<file path="src/rtl/intc_pkg.sv">
// Shared definitions for the IOBUS interrupt controller: register offsets,
// control-bit positions and the claim priority encoder.
package intc_pkg;

    localparam int unsigned MAX_SRC      = 32;
    localparam int unsigned CTRL_GIE_BIT = 0;

    typedef enum logic [2:0] {
        OFS_PENDING = 3'd0,
        OFS_ENABLE  = 3'd1,
        OFS_EDGE    = 3'd2,
        OFS_CTRL    = 3'd3,
        OFS_CLAIM   = 3'd4,
        OFS_RAW     = 3'd5
    } intc_ofs_e;

    // Returns (index+1) of the lowest set bit, or 0 when no bit is set.
    function automatic logic [31:0] claim_id(input logic [MAX_SRC-1:0] act);
        logic [31:0] id;
        id = 32'd0;
        for (int i = MAX_SRC - 1; i >= 0; i--) begin
            if (act[i]) begin
                id = 32'(i) + 32'd1;
            end else begin
                id = id;
            end
        end
        return id;
    endfunction

endpackage

</file>
<file path="src/rtl/iobus_intc_if.sv">
// IOBUS connection between the pipelined core (master) and a memory-mapped
// peripheral (slave).
interface iobus_intc_if;

    logic [31:0] IOBUS_ADDR;
    logic [31:0] IOBUS_OUT;
    logic        IOBUS_WR;
    logic [31:0] IOBUS_IN;

    modport master (
        output IOBUS_ADDR,
        output IOBUS_OUT,
        output IOBUS_WR,
        input  IOBUS_IN
    );

    modport slave (
        input  IOBUS_ADDR,
        input  IOBUS_OUT,
        input  IOBUS_WR,
        output IOBUS_IN
    );

endinterface

</file>
<file path="src/rtl/irq_sample_edge.sv">
// Per-source sampler: optional 2-flop synchronizer (INTC_SYNC_EN), sample and
// previous-sample flops, and the rise/level pending-set pulse.
module irq_sample_edge (
    input  logic clk,
    input  logic RESET_N,
    input  logic irq_i,
    input  logic edge_i,
    output logic raw_o,
    output logic set_o
);

    logic s_in_s;
    logic s_irq_q;
    logic prev_q;

`ifdef INTC_SYNC_EN
    logic [1:0] sync_q;

    // Two-stage synchronizer for an asynchronous request line.
    always_ff @(posedge clk or negedge RESET_N) begin
        if (!RESET_N) begin
            sync_q <= 2'b00;
        end else begin
            sync_q <= {sync_q[0], irq_i};
        end
    end

    assign s_in_s = sync_q[1];
`else
    assign s_in_s = irq_i;
`endif

    // Sample register and its one-cycle-delayed copy for edge detection.
    always_ff @(posedge clk or negedge RESET_N) begin
        if (!RESET_N) begin
            s_irq_q <= 1'b0;
            prev_q  <= 1'b0;
        end else begin
            s_irq_q <= s_in_s;
            prev_q  <= s_irq_q;
        end
    end

    // Edge sources set only on 0->1 of the sample; level sources set while high.
    always_comb begin
        set_o = 1'b0;
        if (edge_i) begin
            set_o = s_irq_q & ~prev_q;
        end else begin
            set_o = s_irq_q;
        end
    end

    assign raw_o = s_irq_q;

endmodule

</file>
<file path="src/rtl/iobus_intc.sv">
// Memory-mapped interrupt controller on the core IOBUS: register file, address
// decode, claim encoder and registered INTR. INTC_SYNC_EN adds input synchronizers.
module iobus_intc
    import intc_pkg::*;
#(
    parameter int unsigned N_SRC     = 8,
    parameter logic [31:0] BASE_ADDR = 32'h1100_0100
) (
    input  logic             clk,
    input  logic             RESET_N,
    iobus_intc_if.slave      bus,
    input  logic [N_SRC-1:0] IRQ_SRC,
    output logic             INTR
);

    logic             sel_s;
    logic [2:0]       ofs_s;
    logic             wr_s;
    logic [N_SRC-1:0] raw_s;
    logic [N_SRC-1:0] set_s;
    logic [N_SRC-1:0] act_s;
    logic [31:0]      claim_s;
    logic [31:0]      rdata_s;
    logic             addr_unused_s;

    logic [N_SRC-1:0] pending_q, pending_d;
    logic [N_SRC-1:0] enable_q,  enable_d;
    logic [N_SRC-1:0] edge_q,    edge_d;
    logic             gie_q,     gie_d;
    logic             intr_q,    intr_d;

    assign sel_s         = (bus.IOBUS_ADDR[31:5] == BASE_ADDR[31:5]);
    assign ofs_s         = bus.IOBUS_ADDR[4:2];
    assign wr_s          = bus.IOBUS_WR & sel_s;
    assign addr_unused_s = ^{bus.IOBUS_ADDR[1:0], bus.IOBUS_OUT};

    for (genvar g = 0; g < int'(N_SRC); g++) begin : g_src
        irq_sample_edge u_smp (
            .clk     (clk),
            .RESET_N (RESET_N),
            .irq_i   (IRQ_SRC[g]),
            .edge_i  (edge_q[g]),
            .raw_o   (raw_s[g]),
            .set_o   (set_s[g])
        );
    end

    assign act_s = pending_q & enable_q;

    // Priority encoder over enabled pending sources, widened to the package maximum.
    always_comb begin
        logic [MAX_SRC-1:0] act_ext;
        act_ext              = '0;
        act_ext[N_SRC-1:0]   = act_s;
        claim_s              = claim_id(act_ext);
    end

    // Register next state; a new set event beats a same-cycle W1C on that bit.
    always_comb begin
        pending_d = pending_q;
        enable_d  = enable_q;
        edge_d    = edge_q;
        gie_d     = gie_q;
        if (wr_s) begin
            case (ofs_s)
                OFS_PENDING: pending_d = pending_q & ~bus.IOBUS_OUT[N_SRC-1:0];
                OFS_ENABLE:  enable_d  = bus.IOBUS_OUT[N_SRC-1:0];
                OFS_EDGE:    edge_d    = bus.IOBUS_OUT[N_SRC-1:0];
                OFS_CTRL:    gie_d     = bus.IOBUS_OUT[CTRL_GIE_BIT];
                default:     pending_d = pending_q;
            endcase
        end else begin
            pending_d = pending_q;
        end
        pending_d = pending_d | set_s;
        intr_d    = gie_q & (|act_s);
    end

    // Register file and INTR flop.
    always_ff @(posedge clk or negedge RESET_N) begin
        if (!RESET_N) begin
            pending_q <= '0;
            enable_q  <= '0;
            edge_q    <= '0;
            gie_q     <= 1'b0;
            intr_q    <= 1'b0;
        end else begin
            pending_q <= pending_d;
            enable_q  <= enable_d;
            edge_q    <= edge_d;
            gie_q     <= gie_d;
            intr_q    <= intr_d;
        end
    end

    // Side-effect-free read mux; zero outside the window so peripherals can be OR-ed.
    always_comb begin
        rdata_s = 32'd0;
        if (sel_s) begin
            case (ofs_s)
                OFS_PENDING: rdata_s[N_SRC-1:0]   = pending_q;
                OFS_ENABLE:  rdata_s[N_SRC-1:0]   = enable_q;
                OFS_EDGE:    rdata_s[N_SRC-1:0]   = edge_q;
                OFS_CTRL:    rdata_s[CTRL_GIE_BIT] = gie_q;
                OFS_CLAIM:   rdata_s               = claim_s;
                OFS_RAW:     rdata_s[N_SRC-1:0]   = raw_s;
                default:     rdata_s               = 32'd0;
            endcase
        end else begin
            rdata_s = 32'd0;
        end
    end

    assign bus.IOBUS_IN = rdata_s;
    assign INTR         = intr_q;

endmodule

</file>
<file path="src/flat_wrapper.sv">
// flat-port wrapper written by rule: the top's interface ports become plain ports
module iobus_intc_flat import intc_pkg::*;
#(
    parameter int unsigned N_SRC     = 8,
    parameter logic [31:0] BASE_ADDR = 32'h1100_0100
)
  (clk, RESET_N, IRQ_SRC, INTR, bus_IOBUS_ADDR, bus_IOBUS_OUT, bus_IOBUS_WR, bus_IOBUS_IN);
  iobus_intc_if bus_i ();
  input  logic clk;
  input  logic RESET_N;
  input  logic [N_SRC-1:0] IRQ_SRC;
  output logic INTR;
  input wire logic [$bits(bus_i.IOBUS_ADDR)-1:0] bus_IOBUS_ADDR;
  input wire logic [$bits(bus_i.IOBUS_OUT)-1:0] bus_IOBUS_OUT;
  input wire logic [$bits(bus_i.IOBUS_WR)-1:0] bus_IOBUS_WR;
  output wire logic [$bits(bus_i.IOBUS_IN)-1:0] bus_IOBUS_IN;
  assign bus_i.IOBUS_ADDR = bus_IOBUS_ADDR;
  assign bus_i.IOBUS_OUT = bus_IOBUS_OUT;
  assign bus_i.IOBUS_WR = bus_IOBUS_WR;
  assign bus_IOBUS_IN = bus_i.IOBUS_IN;
  iobus_intc #(.N_SRC(N_SRC), .BASE_ADDR(BASE_ADDR)) u_core (.clk(clk), .RESET_N(RESET_N), .bus(bus_i), .IRQ_SRC(IRQ_SRC), .INTR(INTR));
endmodule
</file>
<file path="config.mk">
export PLATFORM = sky130hd
export DESIGN_NAME = iobus_intc_flat
export DESIGN_NICKNAME = d
export VERILOG_FILES = /design/src/rtl/intc_pkg.sv /design/src/rtl/iobus_intc_if.sv /design/src/rtl/irq_sample_edge.sv /design/src/rtl/iobus_intc.sv /design/src/flat_wrapper.sv
export SDC_FILE = /design/constraint.sdc
export NUM_CORES = 1
export LEC_CHECK = 0
export BUFFER_PORTS_ARGS = -buffer_cell sky130_fd_sc_hd__buf_4
export CAP_MARGIN = 10
export CORE_MARGIN = 2
export CORE_UTILIZATION = 46
export DETAILED_ROUTE_END_ITERATION = 16
export PLACE_DENSITY = 0.8
export SLEW_MARGIN = 40
export SYNTH_ARGS = -nofsm -noshare
export SYNTH_HDL_FRONTEND = slang
export SYNTH_SLANG_ARGS = --single-unit
</file>
<file path="constraint.sdc">
create_clock -name clk -period 1.9 [get_ports clk]
set_input_delay 0.095 -clock clk [delete_from_list [all_inputs] [get_ports clk]]
set_output_delay 0.095 -clock clk [all_outputs]
set_load 0.01 [all_outputs]
</file>
==> results by group, run 1 <==
Drt
  – Antenna Nets Post-Route: 0
  – Drt pass-1 iters: 5
  – WL per Instance: ~15 um
  – Final WL: roughly 5.2 mm
  – Initial DRC Count: between 70 and 80
  – Remaining DRCs: 0
  – Via-to-Cell Ratio: about 5.5
  – Total number of vias: 1905

Critical path
  – Worst setup path class: reg2out
  – Data arrival time of the worst path: 1.76 ns
  – Element type at the critical path end: output pin
  – Worst Path Required: 1.80 ns
  – Critical path fanouts, max: 5
  – Setup crit start kind: flop

Yosys
  – Synth Area per Inst: roughly 10 sq um
  – Synthesized flop and latch total: 42
  – Mapped cell area: approximately 0.0022 sq mm
  – Syn Inst Count: between 200 and 250
  – Primary FF master, synth: dfrtp_1
  – Synthesized-area fraction occupied by adder cells: 0%
  – Simple-Gate Fraction of Synth Area: about 17%
  – Synthesis warning total: 0
  – Largest family of logic cells by synthesized area: simple AND/OR/NAND/NOR gates
  – Post-Synth XOR/XNOR Area: 0%
  – Post-synth top area share: 47.81%
  – Count leader, synth: dfrtp_1
  – Mux cell area share after synthesis: 11.90%
  – Post-synth top cells: 42 x dfrtp_1, 35 x nand2_1, 24 x buf_4
  – Register area share after synthesis: 47.81%
  – Area leader, netlist: dfrtp_1
  – Synth cell types: 35
  – Synth top area cells: dfrtp_1 48%, mux2_2 8.7%, buf_4 8.2%, nand2_1 6.0%, mux2i_1 3.2%
  – EDFF count, synth: 0
  – Synth Area in Compound Gates: between 10% and 20%
  – FFs w/ async S/R, synth: 100.0%

Finish
  – Antenna cells: 0
  – Design area: 0.002919 sq mm
  – Syn-to-layout area delta: 32.78%
  – Share of layout cells above drive strength 1: 33.33%
  – NumNets Final: between 300 and 400
  – Fill cells: between 300 and 400

Global route
  – Antenna violations before repair: 0
  – First-pass GRT wire length: around 8 mm
  – Total Routing Usage GR: between 15 and 20%
  – Grt ovf: 0
  – Vias in the first global route: 1763
  – Largest net degree at the start of global routing: 43

Placement
  – Setup WS pre-CTS: between 0.01 and 0.015 ns
  – Placed Area: 0.002650 sq mm
  – PortBufs: 57
  – Dpl hpwl: between 3 and 4 mm
  – Placer Congestion: 0.8103

Clocking
  – Reg clk slew, reported paths: 0.07 ns
  – Clk root buf: clkbuf_8
  – Post-CTS setup buffer count: 0
  – Sink Count: between 40 and 50
  – CTS tree: built
  – Clk_lat worst skew: 0.30 ns
  – H-tree depth: 2
  – Clk buf depth: 2
  – CTS buffer count: 5

Worst hold path
  – Worst hold path class: in2reg

Timing
  – Slew margin rel.: between 60% and 70%
  – Fmax: 538.9 MHz
  – Tmin final: 1.856 ns
  – Worst Tran Pin Value: 0.5188 ns
  – Count of final hold-check violations: 0
  – Final Cycle Share: 97.67%
  – Worst setup margin: between 0.04 and 0.05 ns
  – Slew Viols, Final: 0
  – Min Hold Slack: approximately 0.017 ns
  – TNS Setup: 0 ns
  – Worst clock skew: 0.006827 ns
  – Final setup fails: 0

Power and ir drop
  – Worst vdd ir: 0.5468 mV
  – Pleak: 0.001365 uW
  – Pwr dens: around 600 mW/mm^2
  – Total power: ~1700 uW

Floorplanning
  – Initial Util: 47.17%
  – CORE AREA: 0.004661 sq mm
  – Row cnt: 25
  – Die area: between 0.005 and 0.006 sq mm
  – # IOs: between 100 and 150
  – Die Y-Extent: 73.13 um
  – Die X-Extent: 73.13 um

Status
  – Status: complete, no violations

Run
  – Max_cap viols: 0
-- metrics by stage --
stage          std cells  util (%)
2_1_floorplan        235         -
3_3_place_gp         326     56.86
3_5_place_dp         326     56.86
4_1_cts              348     62.20
5_1_grt              348     62.63
6_report             348     62.63
-- logic make-up after synthesis --
logic type | Yosys count
AND/OR/NAND/NOR | 65
AO/OA/AOI/OAI | 48
flip-flops | 42
buffers and inverters | 32
multiplexers | 24
other | 1
-- cells in the final DEF, fill, tap and decap left out, drive strengths merged, types with 2 or more instances in the layout --
cell and n:
o21ai 10, nor2b 5, nor4 5, clkbuf 6
mux2i 7, dfrtp 42, mux2 17, nand2 35
a22oi 4, nor3 3, inv 2, a21oi 12
a2bb2oi 2, a211oi 2, a22o 2, a31oi 11
nor2 6, nor4b 3, conb 24, dlygate4sd3 16
buf 67, nand3 3
-- routing by layer --
metal  track usage (%)  part of all wire [%]
met1             24.31                    41
met3             4.006                   7.0
met5                 0                     0
met2             33.93                    50
met4             7.819                   2.0
-- worst max-delay path, cell delays in order, from the launching register on --
cell	delay (ns)
dfrtp_2	0.45
a2111oi_4	0.35
buf_4	0.17
nand2_1	0.05
a2bb2oi_1	0.12
a21oi_1	0.18
buf_4	0.15
-- area by class of cell --
cell class | instances | area [sq um] | area share (%)
Timing Repair Buffer | 83 | 663.1 | 22.72
Sequential cell | 42 | 1052 | 36.05
Clock buffer | 6 | 82.58 | 2.829
Inverter | 2 | 7.507 | 0.2572
Tap cell | 54 | 67.56 | 2.315
Multi-Input combinational cell | 161 | 1046 | 35.83
-- what timing repair did --
action / in CTS / in global routing
hold endpoints to repair: 57 / 0
gates resized for setup: 2 / 3
hold buffers: 16 / 0
setup endpoints to repair: 2 / 3
-- registers in the layout, summed over array words and instances, names as in the netlist --
signal	flops
u_core.INTR	1
u_core.edge_q	8
u_core.enable_q	8
u_core.g_src.u_smp.prev_q	8
u_core.g_src.u_smp.raw_o	8
u_core.gie_q	1
u_core.pending_q	8
-- worst paths after layout --
path                                             start                      endpoint  slack, ns  cells after the start
max in group asynchronous                      RESET_N            u_core.enable_q[0]       1.21                      2
min in group asynchronous                      RESET_N           u_core.pending_q[5]       0.31                      2
min                                   bus_IOBUS_OUT[0]           u_core.pending_q[0]       0.02                      2
max                                 u_core.enable_q[0]               bus_IOBUS_IN[2]       0.04                      6
max reg2reg                         u_core.enable_q[6]                   u_core.INTR       0.66                      4
min reg2reg                u_core.g_src[4].u_smp.raw_o  u_core.g_src[4].u_smp.prev_q       0.43                      0
-- report_power, final --
part           internal [uW]  switching, uW  total [uW]
Sequential               911           11.1         922
Clock                    280            289         569
Combinational            111            110         221
Power figures use the tool's default switching activity.
==> run 2: changes to the inputs <==
- CORE_UTILIZATION: 46 -> 47
- SYNTH_HIERARCHICAL: default -> 1
==> run 2 against run 1 <==
Net effect: global-route usage grew 0.17 points; sequential power is essentially flat; power grew 9.0%; sequential cell count is the same; worst hold slack lost 0.010 ns; fmax shrank 1.9%; routed wire length grew 6.0%; non-clock buffer count shrank 5; via count grew 0.94%; die area grew 3.9%; critical path type unchanged; critical endpoint unchanged; highest routed layer unchanged.
==> results by group, run 2 <==
Status
  – Status: complete, no violations (unchanged)

Floorplanning
  – Die area: 0.005558 sq mm (was 0.005348 sq mm)
  – Die Y-Extent: 74.56 um (was 73.13 um)
  – Row cnt: 25 (unchanged)
  – # IOs: 108 (unchanged)
  – Die X-Extent: 74.56 um (was 73.13 um)
  – Initial Util: 49.21% (was 47.17%)
  – CORE AREA: 0.004755 sq mm (was 0.004661 sq mm)

Power and ir drop
  – Seq pwr share: 49.3% (was 53.8%)
  – Switching share of power: 22.22% (was 23.94%)
  – Worst vdd ir: 0.4787 mV (was 0.5468 mV)
  – Clock Power Share: 38.0% (was 33.3%)
  – Internal power: 1452 uW (was 1302 uW)
  – Pwr dens: 613.1 mW/mm^2 (was 586.5 mW/mm^2)
  – Pleak: 0.001409 uW (was 0.001365 uW)
  – Combinational power share: 12.6% (was 12.9%)
  – Switching Power: 414.8 uW (was 409.9 uW)

Critical path
  – Element type at the critical path end: output pin (unchanged)
  – Max incr delay on CP: 0.40 ns (was 0.45 ns)
  – Reg2Reg Depth: 3 (was 4)
  – Buf+Inv Stages, Crit Path: 1 (was 2)
  – FF-to-FF setup slack: 0.72 ns (was 0.66 ns)
  – Setup crit start kind: flop (unchanged)
  – Worst setup path class: reg2out (unchanged)
  – R2r startpoint: u_core/pending_q[2] (was u_core.enable_q[6])
  – Worst Path Required: 1.80 ns (about the same)
  – Data arrival time of the worst path: 1.80 ns (was 1.76 ns)
  – Critical path fanouts, max: 3 (was 5)
  – Critical path depth: 5 (was 6)
  – CP Cell Sequence: nand2_1 -> nor3b_2 -> nand3_1 -> a221oi_1 -> buf_4 (was a2111oi_4 -> buf_4 -> nand2_1 -> a2bb2oi_1 -> a21oi_1 -> buf_4)
  – Top delay family on crit path: simple AND/OR/NAND/NOR gates (was compound AO/OA/AOI/OAI gates)
  – Reg2reg end: u_core/INTR (was u_core.INTR)
  – Worst path slowest cell: dfrtp_1 (was dfrtp_2)

Finish
  – Syn-to-layout area delta: 30.11% (was 32.78%)
  – Commonest non-fill, non-tap cell in the layout: buf_4 (unchanged)
  – Fill cells: 391 (was 382)
  – NumNets Final: 360 (was 370)
  – Share of layout cells above drive strength 1: 39.30% (was 33.33%)
  – Antenna cells: 0 (unchanged)
  – Layout Utilization: 64.03% (was 62.63%)
  – Design area: 0.003044 sq mm (was 0.002919 sq mm)
  – Commonest cells after routing, fill and taps aside: 62 x buf_4, 40 x dfrtp_1, 24 x conb_1 (was 67 x buf_4, 41 x dfrtp_1, 35 x nand2_1)

Yosys
  – Register area share after synthesis: 44.92% (was 47.81%)
  – Post-synth top cells: 42 x dfrtp_1, 26 x buf_4, 13 x mux2_2 (was 42 x dfrtp_1, 35 x nand2_1, 24 x buf_4)
  – Post-synth top area share: 44.92% (was 47.81%)
  – Synth cell types: 45 (was 35)
  – Mapped cell area: 0.002340 sq mm (was 0.002198 sq mm)
  – Area leader, netlist: dfrtp_1 (unchanged)
  – Synthesized flop and latch total: 42 (unchanged)
  – Primary FF master, synth: dfrtp_1 (unchanged)
  – FFs w/ async S/R, synth: 100.0% (unchanged)
  – Synthesis warning total: 6 (was 0)
  – Synth Area per Inst: 11.14 sq um (was 10.37 sq um)
  – Synth top area cells: dfrtp_1 45%, buf_4 8.3%, mux2_2 6.3%, a21boi_2 3.9%, a22oi_1 3.9% (was dfrtp_1 48%, mux2_2 8.7%, buf_4 8.2%, nand2_1 6.0%, mux2i_1 3.2%)
  – Syn Inst Count: 210 (was 212)
  – EDFF count, synth: 0 (unchanged)
  – Count leader, synth: dfrtp_1 (unchanged)

Timing
  – Tmin final: 1.892 ns (was 1.856 ns)
  – Final setup fails: 0 (unchanged)
  – Slew Viols, Final: 0 (unchanged)
  – Worst clock skew: 0.002102 ns (was 0.006827 ns)
  – Final Cycle Share: 99.57% (was 97.67%)
  – Fmax: 528.6 MHz (was 538.9 MHz)
  – RSZ-0062 raised after global routing: true
  – Count of final hold-check violations: 0 (unchanged)
  – Slew margin rel.: 65.25% (was 65.41%)
  – Worst Tran Pin Value: 0.5212 ns (was 0.5188 ns)

Clocking
  – Clk buf depth: 2 (unchanged)
  – Reg clk slew, reported paths: 0.07 ns (about the same)
  – Sink Count: 42 (unchanged)
  – H-tree depth: 2 (unchanged)
  – CTS buffer count: 5 (unchanged)
  – CTS tree: built (unchanged)
  – Clk_lat worst skew: 0.29 ns (was 0.30 ns)
  – Clk root buf: clkbuf_8 (unchanged)

Drt
  – Remaining DRCs: 0 (unchanged)
  – Final WL: 5.538 mm (was 5.225 mm)
  – Total number of vias: 1923 (was 1905)
  – Initial DRC Count: 130 (was 75)
  – Antenna Nets Post-Route: 0 (unchanged)
  – WL per Instance: 15.73 um (was 15.01 um)
  – Via-to-Cell Ratio: 5.463 (was 5.474)
  – Drt pass-1 iters: 4 (was 5)

Global route
  – Antenna violations before repair: 0 (unchanged)
  – Largest net degree at the start of global routing: 43 (unchanged)
  – Total Routing Usage GR: 19.96% (was 19.79%)
  – First-pass GRT wire length: 8.369 mm (was 7.962 mm)
  – Vias in the first global route: 1861 (was 1763)
  – Grt ovf: 0 (unchanged)

Placement
  – PortBufs: 57 (unchanged)
  – Placed Area: 0.002709 sq mm (was 0.002650 sq mm)
  – Dpl hpwl: 3.674 mm (was 3.694 mm)
  – Placer Congestion: 0.8791 (was 0.8103)

Worst hold path
  – Hold path startpoint: bus_IOBUS_OUT[0] (unchanged)
  – WHS Path Cells: 2 (unchanged)
  – Worst hold path class: in2reg (unchanged)
  – Endpoint of the worst hold path: u_core/pending_q[0] (was u_core.pending_q[0])

Run
  – Max_cap viols: 0 (unchanged)
==> run 2: final cells by class <==
type                       instances  area (sq um)  area share (%)
clock buffer                       6         82.58           2.713
clock inverter                     1         30.03          0.9864
inverter                           8         30.03          0.9864
multi-input combinational        150          1139           37.40
sequential                        42          1054           34.61
tap                               67         83.83           2.754
timing repair buffer              78         625.6           20.55
==> run 2: cells by family (layout without fill, tap and decap cells) <==
logic type	Yosys count	count (layout)	share of synthesized area, %
mux	20	20	10.11
simple gates	52	52	14.44
compound gates	54	54	18.66
buf+inv	41	93	11.71
other cells	1	24	0.1603
flops	42	42	44.92
==> run 2: worst max-delay path by stage <==
stage	slack [ns]	endpoint	from
floorplan	0.50	bus_IOBUS_IN[3]	u_core/pending_q[6]
global placement	0.20	bus_IOBUS_IN[0]	bus_IOBUS_ADDR[3]
detailed placement	0.20	bus_IOBUS_IN[0]	bus_IOBUS_ADDR[3]
CTS	0.03	bus_IOBUS_IN[0]	u_core/pending_q[1]
global route	-0.05	bus_IOBUS_IN[2]	u_core/pending_q[0]
finish	0.008	bus_IOBUS_IN[2]	u_core/pending_q[0]
==> run 2: timing repair <==
action | 4_1_cts | 5_1_grt
resized for setup | 1 | 8
pin swaps | 0 | 4
endpoints found under the hold margin | 57 | 0
hold buffers | 16 | 0
setup buffers | 0 | 3
endpoints found under the setup margin | 1 | 4
==> run 2: power groups by stage <==
| stage | clock, uW | sequential (uW) | combinational [uW] |
|---|---|---|---|
| floorplan | 0 | 936 | 132 |
| global placement | 0 | 938 | 201 |
| detailed placement | 0 | 939 | 206 |
| CTS | 723 | 921 | 233 |
| global route | 766 | 923 | 258 |
| finish | 710 | 921 | 236 |
==> run 2: layer usage <==
layer  GRT usage, %  part of all wire [%]  wire (um)
met1          24.52                    41       2244
met5              0                     0          0
met3          4.743                   8.7        483
met4          6.548                  0.78         43
met2          34.61                    50       2767
==> run 2: per-stage QoR <==
stage	setup WS, ns	setup TNS [ns]	std cells	hold WS [ns]	power, uW
final	0.008220	0	352	0.006147	1867
after global routing	-0.05137	-0.09999	352	0.03222	1946
after CTS	0.03471	0	349	0.001881	1877
after detailed placement	0.1990	0	326	0.1061	1144
after global placement	0.2008	0	326	0.1066	1138
after floorplan	0.5035	0	233	-0.2006	1067
